[config.mk]
export PLATFORM = sky130hd
export DESIGN_NAME = frame_buffer_port
export DESIGN_NICKNAME = d
export VERILOG_FILES = /design/src/rtl/frame_buffer_port.sv
export SDC_FILE = /design/constraint.sdc
export NUM_CORES = 1
export LEC_CHECK = 0
export ABC_AREA = 0
export CAP_MARGIN = 20
export CORE_MARGIN = 2
export CORE_UTILIZATION = 30
export CTS_CLUSTER_SIZE = 40
export DETAILED_ROUTE_END_ITERATION = 10
export MAX_ROUTING_LAYER = met4
export SETUP_SLACK_MARGIN = 0.15
export SLEW_MARGIN = 20
export SYNTH_ARGS = -nofsm -noshare
export SYNTH_HDL_FRONTEND = slang
export SYNTH_SLANG_ARGS = --single-unit
[constraint.sdc]
create_clock -name i_clk -period 3.3 [get_ports i_clk]
set_input_delay 0.495 -clock i_clk [delete_from_list [all_inputs] [get_ports i_clk]]
set_output_delay 0.495 -clock i_clk [all_outputs]
set_load 0.01 [all_outputs]
[src/rtl/frame_buffer_port.sv]
// Single-port SPRAM arbiter between the capture write queue and the VGA scanout.
// Scanout reads take absolute priority; the 4x scaled window leaves 3 of 4 active cycles free for writes.
module frame_buffer_port #(
  parameter int IMG_W       = 128,
  parameter int IMG_H       = 120,
  parameter int SCALE_SHIFT = 2,
  parameter int WIN_X0      = 64,
  parameter int WIN_Y0      = 0,
  parameter int FIFO_DEPTH  = 4
) (
  input  logic        i_clk,
  input  logic        i_rst_n,
  input  logic        i_wr_valid,
  input  logic [7:0]  i_wr_data,
  output logic        o_wr_ready,
  input  logic        i_frame_start,
  output logic        o_dropped,
  input  logic        i_vga_valid,
  input  logic [9:0]  i_row,
  input  logic [9:0]  i_col,
  input  logic        i_hsync_in,
  input  logic        i_vsync_in,
  output logic [13:0] o_spram_addr,
  output logic [15:0] o_spram_di,
  output logic        o_spram_we,
  input  logic [15:0] i_spram_do,
  output logic [5:0]  o_rgb,
  output logic        o_hsync_out,
  output logic        o_vsync_out
);

  localparam int PW   = $clog2(FIFO_DEPTH);
  localparam int NPIX = IMG_W * IMG_H;
  localparam int WIN_W = IMG_W << SCALE_SHIFT;
  localparam int WIN_H = IMG_H << SCALE_SHIFT;

  logic [10:0]   w_dx, w_dy;
  logic          w_in_win, w_rd_slot;
  logic [13:0]   w_rd_addr;
  logic          w_full, w_push, w_pop, w_wr_ok;
  logic [PW-1:0] w_wr_idx;
  logic          w_unused;

  logic [7:0]    r_fifo [FIFO_DEPTH];
  logic [PW-1:0] r_wp, r_rp;
  logic [PW:0]   r_cnt;
  logic          r_ready_en;
  logic [14:0]   r_waddr;
  logic          r_dropped;
  logic [13:0]   r_addr;
  logic [15:0]   r_di;
  logic          r_we;
  logic          r_rd_d1, r_rd_d2;
  logic [2:0]    r_win_d, r_hs_d, r_vs_d;
  logic [7:0]    r_pix;

  // Offsets are one bit wider so a coordinate left of / above the window shows as negative.
  assign w_dx      = {1'b0, i_col} - 11'(WIN_X0);
  assign w_dy      = {1'b0, i_row} - 11'(WIN_Y0);
  assign w_in_win  = i_vga_valid
                   & ~w_dx[10] & (w_dx[9:0] < 10'(WIN_W))
                   & ~w_dy[10] & (w_dy[9:0] < 10'(WIN_H));
  assign w_rd_slot = w_in_win & (w_dx[SCALE_SHIFT-1:0] == '0);
  assign w_rd_addr = 14'(32'(w_dy[9:SCALE_SHIFT]) * IMG_W + 32'(w_dx[9:SCALE_SHIFT]));
  assign w_unused  = ^{i_spram_do[15:8], w_dy[SCALE_SHIFT-1:0]};

  assign w_full     = (r_cnt == (PW+1)'(FIFO_DEPTH));
  assign o_wr_ready = r_ready_en & ~w_full;
  assign w_push     = i_wr_valid & o_wr_ready;
  assign w_pop      = ~i_frame_start & ~w_rd_slot & (r_cnt != '0);
  assign w_wr_idx   = i_frame_start ? '0 : r_wp;
  assign w_wr_ok    = (r_waddr < 15'(NPIX));

  always_ff @(posedge i_clk) begin
    if (w_push) r_fifo[w_wr_idx] <= i_wr_data;
  end

  // frame_start restarts the queue, keeping only a pixel accepted on the same edge.
  always_ff @(posedge i_clk) begin
    if (!i_rst_n) begin
      r_wp       <= '0;
      r_rp       <= '0;
      r_cnt      <= '0;
      r_ready_en <= 1'b0;
    end else begin
      r_ready_en <= 1'b1;
      if (i_frame_start) begin
        r_rp  <= '0;
        r_wp  <= PW'(w_push);
        r_cnt <= (PW+1)'(w_push);
      end else begin
        if (w_push) r_wp <= r_wp + 1'b1;
        if (w_pop)  r_rp <= r_rp + 1'b1;
        r_cnt <= r_cnt + (PW+1)'(w_push) - (PW+1)'(w_pop);
      end
    end
  end

  always_ff @(posedge i_clk) begin
    if (!i_rst_n) begin
      r_addr    <= '0;
      r_di      <= '0;
      r_we      <= 1'b0;
      r_waddr   <= '0;
      r_dropped <= 1'b0;
    end else begin
      r_we <= 1'b0;
      if (i_frame_start) begin
        r_waddr   <= '0;
        r_dropped <= 1'b0;
      end
      if (w_rd_slot) begin
        r_addr <= w_rd_addr;
      end else if (w_pop) begin
        if (w_wr_ok) begin
          r_we    <= 1'b1;
          r_addr  <= r_waddr[13:0];
          r_di    <= {8'h00, r_fifo[r_rp]};
          r_waddr <= r_waddr + 1'b1;
        end else begin
          r_dropped <= 1'b1;
        end
      end
    end
  end

  always_ff @(posedge i_clk) begin
    if (!i_rst_n) begin
      r_rd_d1 <= 1'b0;
      r_rd_d2 <= 1'b0;
      r_win_d <= '0;
      r_hs_d  <= '1;
      r_vs_d  <= '1;
      r_pix   <= '0;
    end else begin
      r_rd_d1 <= w_rd_slot;
      r_rd_d2 <= r_rd_d1;
      r_win_d <= {r_win_d[1:0], w_in_win};
      r_hs_d  <= {r_hs_d[1:0], i_hsync_in};
      r_vs_d  <= {r_vs_d[1:0], i_vsync_in};
      if (r_rd_d2) r_pix <= i_spram_do[7:0];
    end
  end

  assign o_spram_addr = r_addr;
  assign o_spram_di   = r_di;
  assign o_spram_we   = r_we;
  assign o_dropped    = r_dropped;
  assign o_rgb        = r_win_d[2] ? {r_pix[7:6], r_pix[7:6], r_pix[7:6]} : 6'b000000;
  assign o_hsync_out  = r_hs_d[2];
  assign o_vsync_out  = r_vs_d[2];

endmodule
* After elaboration in Yosys (flattened, before gate mapping)
Memories as Yosys holds them, arrays and structs flattened. A register that Yosys moved wholly into a read port is not among the register bits.
Index checks and enable logic that the tools add are counted.
Widths: inputs -> output; s select.
** Operators by class
- $add $sub $neg :: 7
- Bitwise operators :: 14
- Order comparisons :: 3
- Muxes and demuxes :: 20
- Equality and inequality tests :: 1
- Reduce and logical (&&, ||, !) cells :: 10
** Operators with widths (number)
- $mux 15 :: 4
- $mux 14 :: 3
- $add 15x1->15 const B :: 1
- $lt 15x14->1 const B :: 1
- $add 14x8->14 :: 1
- $mux 1 :: 11
- $sub 10x7->11 const B :: 1
- $lt 10x10->1 const B :: 1
- $lt 10x9->1 const B :: 1
- $and 1x1->1 :: 8
- $mux 6 :: 1
- $not 1->1 :: 6
- $reduce_bool 2->1 :: 3
- $add 2x1->2 const B :: 2
- $add 3x1->3 :: 1
- $eq 3x3->1 const B :: 1
- $reduce_and 3->1 :: 1
- $reduce_bool 3->1 :: 1
- $reduce_or 3->1 :: 1
- $sub 3x1->3 :: 1
- $logic_not 2->1 :: 1
- $mux 2 :: 1
- $reduce_and 2->1 :: 1
- $reduce_or 2->1 :: 1
- $logic_not 1->1 :: 1
** Storage, ports and cells
- RAM bits :: 32
- Output and inout port bits :: 41
- Memories :: 1
- Word-level logic and storage cells :: 72
- Flip-flop bits (word level) :: 58
** Memories
- r_fifo :: depth 4, width 8, read ports 1, clocked after Yosys merged registers in 1, wr ports 1, line 44 : logic [7:0] r_fifo [FIFO_DEPTH];

* Logic depth before layout (Yosys ltp)
- Depth after elaboration :: 11
- Depth in mapped cells :: 13
- Gate-level depth less buffers :: 13

* Least setup slack after synthesis
Ideal clock, no wire load.
- Kind :: input to register
- Start point :: input i_col[7]
- End point :: register r_cnt[2]
- Cell stages on the path :: 11
- Library setup time :: 128 ps
- Data arrival time :: 2649 ps
- Buffers on the path :: 0
- Path slack :: 523 ps
- Path through :: o31ai_1 o2111ai_4 o21ai_2 nor2_1 ha_1 inv_1 ha_1 fa_1 xnor2_1 xnor2_1 nor2_1
** On the way
- Word-level cells in the longest chain between the ends :: 10
** RTL lines
- start: declaration :: line 20 : input logic [9:0] i_col,
- $sub 10x7->11 (*) :: line 58 : assign w_dx = {1'b0, i_col} - 11'(WIN_X0);
- parallel branches: the longest is 2 deep, another holds $lt 10x10->1
- $and 1x1->1 (*) :: line 61 : & ~w_dx[10] & (w_dx[9:0] < 10'(WIN_W))
- $and 1x1->1 (*) :: line 62 : & ~w_dy[10] & (w_dy[9:0] < 10'(WIN_H));
- $and 1x1->1 (*) :: line 63 : assign w_rd_slot = w_in_win & (w_dx[SCALE_SHIFT-1:0] == '0);
- $not 1->1 (no source line) (*)
- $and 1x1->1 (*) (2 in a row) :: line 70 : assign w_pop = ~i_frame_start & ~w_rd_slot & (r_cnt != '0);
- net w_pop :: line 40 : logic w_full, w_push, w_pop, w_wr_ok;
- $sub 3x1->3 (*) :: line 94 : r_cnt <= r_cnt + (PW+1)'(w_push) - (PW+1)'(w_pop);
- end signal: assignment :: line 90 : r_cnt <= (PW+1)'(w_push);
- end signal: assignment :: line 94
- end: declaration :: line 46 : logic [PW:0] r_cnt;
Mark *: on every way through the listed nets, which the timed path passes.
A chain may end at the register's enable or synchronous reset.

* Worst setup path after layout
- Start point :: input i_col[6]
- End point :: register r_cnt[2]
The elaborated chain is that of the path after synthesis.

==> reports/summary.txt <==
Vert. Die Dim: 118 um
pins over their slew limit: 0
Slew @ Worst Pin: 0.780 ns
RSZ-0062 raised after global routing: no
Syn Area/Cell: 11.1 um2
Clock Skew: 0.00949 ns
Hold-fix buffers, CTS: 0
vias in the first global route: 2,691
Util after Layout: 39.9%
post-DR wirelength/cell: 13.6 um
vias per cell: 4.64
Post-synth top flop: dfxtp_1
total setup buffers inserted after CTS: 0
CTS tree: done
number of synthesized flops with an enable pin: 32
DIE AREA: 13,900 um2
fin crit period: 2.96 ns
initial antenna violation count: 0
slew margin rel.: 47.8%
top cell type's share of synthesized area: 31.0%
Synth top cells by count: 60 x dfxtp_1, 32 x edfxtp_1, 30 x o21ai_0
Final GP Congestion: 0.800
initial DRC count: 99
synthesized cell area: 3880 um2
Cell Rows: 41
Pleak: 0.00173 uW
Starting Density: 30.7%
RR Endpoint: r_cnt[2]
data required time of the worst path: 3.53 ns
CP startpoint kind: primary input
Critical Path Source: i_col[6]
Final Setup Violations: 0
filler cell count: 1,248
status: finished clean
Power Dens Cells: 506 nW/um2
Ports: 92
max_cap viols: 0
fin crit share: 89.6%
Final nets: 476
Core Area: 12,600 um2
Critical Path Fanout Max: 4
total CTS buffers: 9
CP endpoint: r_cnt[2]
Synth area leaders: dfxtp_1 31%, edfxtp_1 25%, mux4_2 4.6%
fraction of final layout cells sized beyond drive strength 1: 11.1%
port bufs: 67
CP arrival: 3.19 ns
Peak VDD IR: 0.332 mV
CTS max path bufs: 2
Remaining DRCs: 0
area grow syn2layout: 29.8%
worst reg-to-reg setup slack: 1.12 ns
Yosys top cell by area: dfxtp_1
number of synthesis warnings: 0
largest net degree at the start of global routing: 31
Post-Synthesis Cells: 348
grt total ovfl: 0
Resized cells post-CTS: 0
FF+latch count, synth: 92
DRT antenna net count: 0
Cell variety after synth: 42
Setup crit end kind: flop
r2r startpoint: r_cnt[1]
CTS Sinks: 92
Pre-antenna DRT Iters: 4
Diodes inserted: 0
Max Clock Freq: 338 MHz
cell count of the worst reg-to-reg path: 11
Setup Crit Path Kind: in -> reg
final WL: 8.08 mm
Fin. Hold Viols: 0
Final TNS setup: 0 ns
Total Routing Usage GR: 12.4%
first-pass GRT wire length: 13.2 mm
Seq/Total Area, Yosys: 55.7%
depth of the CTS H-tree: 3
clock-pin transition on the worst setup and hold timing paths: 0.07 ns
Clk Latency, worst-skew pair: 0.34 ns
most common cell in the netlist: dfxtp_1
worst hold-check path type: reg -> reg
root buf cell: clkbuf_16
DIE WIDTH: 118 um
HPWL Detailed: 5.94 mm
routed vias: 2,762
post-synthesis async set-or-reset flop share: 0%
## where the power goes
| part | leakage, uW | switching, uW | internal, uW | total, uW |
|---|---|---|---|---|
| clock | 0.000145 | 486 | 537 | 1020 |
| combinational | 0.000803 | 147 | 150 | 297 |
| sequential | 0.000777 | 23.8 | 1210 | 1230 |
| total | 0.00173 | 657 | 1890 | 2550 |
## registers in the layout, indices dropped and copies added (netlist names)
register      count
r_fifo           32
r_waddr          15
o_spram_addr     14
o_spram_di        8
r_cnt             3
r_hs_d            3
r_vs_d            3
r_win_d           3
r_pix             2
r_rp              2
r_wp              2
o_dropped         1
o_spram_we        1
r_rd_d1           1
r_rd_d2           1
r_ready_en        1
## cells in the final DEF, fill, tap and decap left out, types with 7 or more instances in the layout
cell type / count
and2_1: 8
xnor2_1: 8
nand2_1: 23
inv_1: 11
a21oi_1: 22
or3_1: 7
buf_4: 12
conb_1: 8
mux2i_1: 17
edfxtp_1: 32
clkdlybuf4s50_1: 67
clkbuf_16: 9
nor2_1: 16
o21ai_0: 30
nand2b_1: 8
nand3_1: 18
dfxtp_1: 60
mux4_2: 8
## metrics by stage
step	hold WS, ns	instance area (um2)	total power [uW]	setup slack, ns	instances
floorplan	0.386	3910	1440	0.523	355
finish	0.407	5040	2550	0.343	595
detailed placement	0.393	4730	1560	-0.0345	579
CTS	0.409	5040	2590	0.315	595
global route	0.426	5040	2660	0.177	595
global placement	0.393	4730	1550	0.109	579
## critical path, stage by stage
cell and delay [ns]:
clkdlybuf4s50_1 0.53, inv_1 0.08, ha_1 0.22, or3b_2 0.22, nand2_2 0.06, o21ai_2 0.22, nor2_1 0.07, ha_1 0.28
inv_1 0.04, ha_1 0.18, fa_1 0.39, xnor2_1 0.21, xnor2_1 0.15, nor2_1 0.05
## final cells by class
type                            count  area, um2  share of cell area, %
Clock buffer                        9        225                   4.47
Clock inverter                      7       80.1                   1.59
Inverter                           11       41.3                  0.820
Multi-Input combinational cell    225       1550                   30.8
Sequential cell                    92       2160                   42.9
Tap cell                          172        215                   4.27
Timing Repair Buffer               79        761                   15.1
## kinds of logic (layout without fill, tap and decap cells)
kind of cell    Yosys count  in the layout  synth area share, %
simple gates            104            104                 14.1
flops                    92             92                 55.7
compound gates           67             67                 10.5
buf+inv                  38            106                 4.97
mux                      25             25                 9.03
xor+xnor                 14             14                 3.16
fa+ha+maj                 7              7                 2.45
other cells               1              8               0.0967
## metal layers
metal | vias to the layer above | share of wire [%] | GRT usage (%)
met3 | 13 | 5.0 | 3.00
met1 | 1309 | 42 | 14.2
met2 | 69 | 52 | 21.1
met5 | - | 0 | -
met4 | 0 | 1.7 | 4.89
li1 | 1371 | - | -
## how the worst min path moves through the flow
stage	slack [ns]	from	endpoint	cells past startpoint
after floorplan	0.39	r_hs_d[0]	r_hs_d[1]	1
after global placement	0.39	r_hs_d[0]	r_hs_d[1]	1
after detailed placement	0.39	r_hs_d[1]	r_hs_d[2]	1
after CTS	0.41	r_hs_d[1]	r_hs_d[2]	1
after global routing	0.43	r_hs_d[1]	r_hs_d[2]	1
final	0.41	r_hs_d[1]	r_hs_d[2]	1
Power figures use the tool's default switching activity.
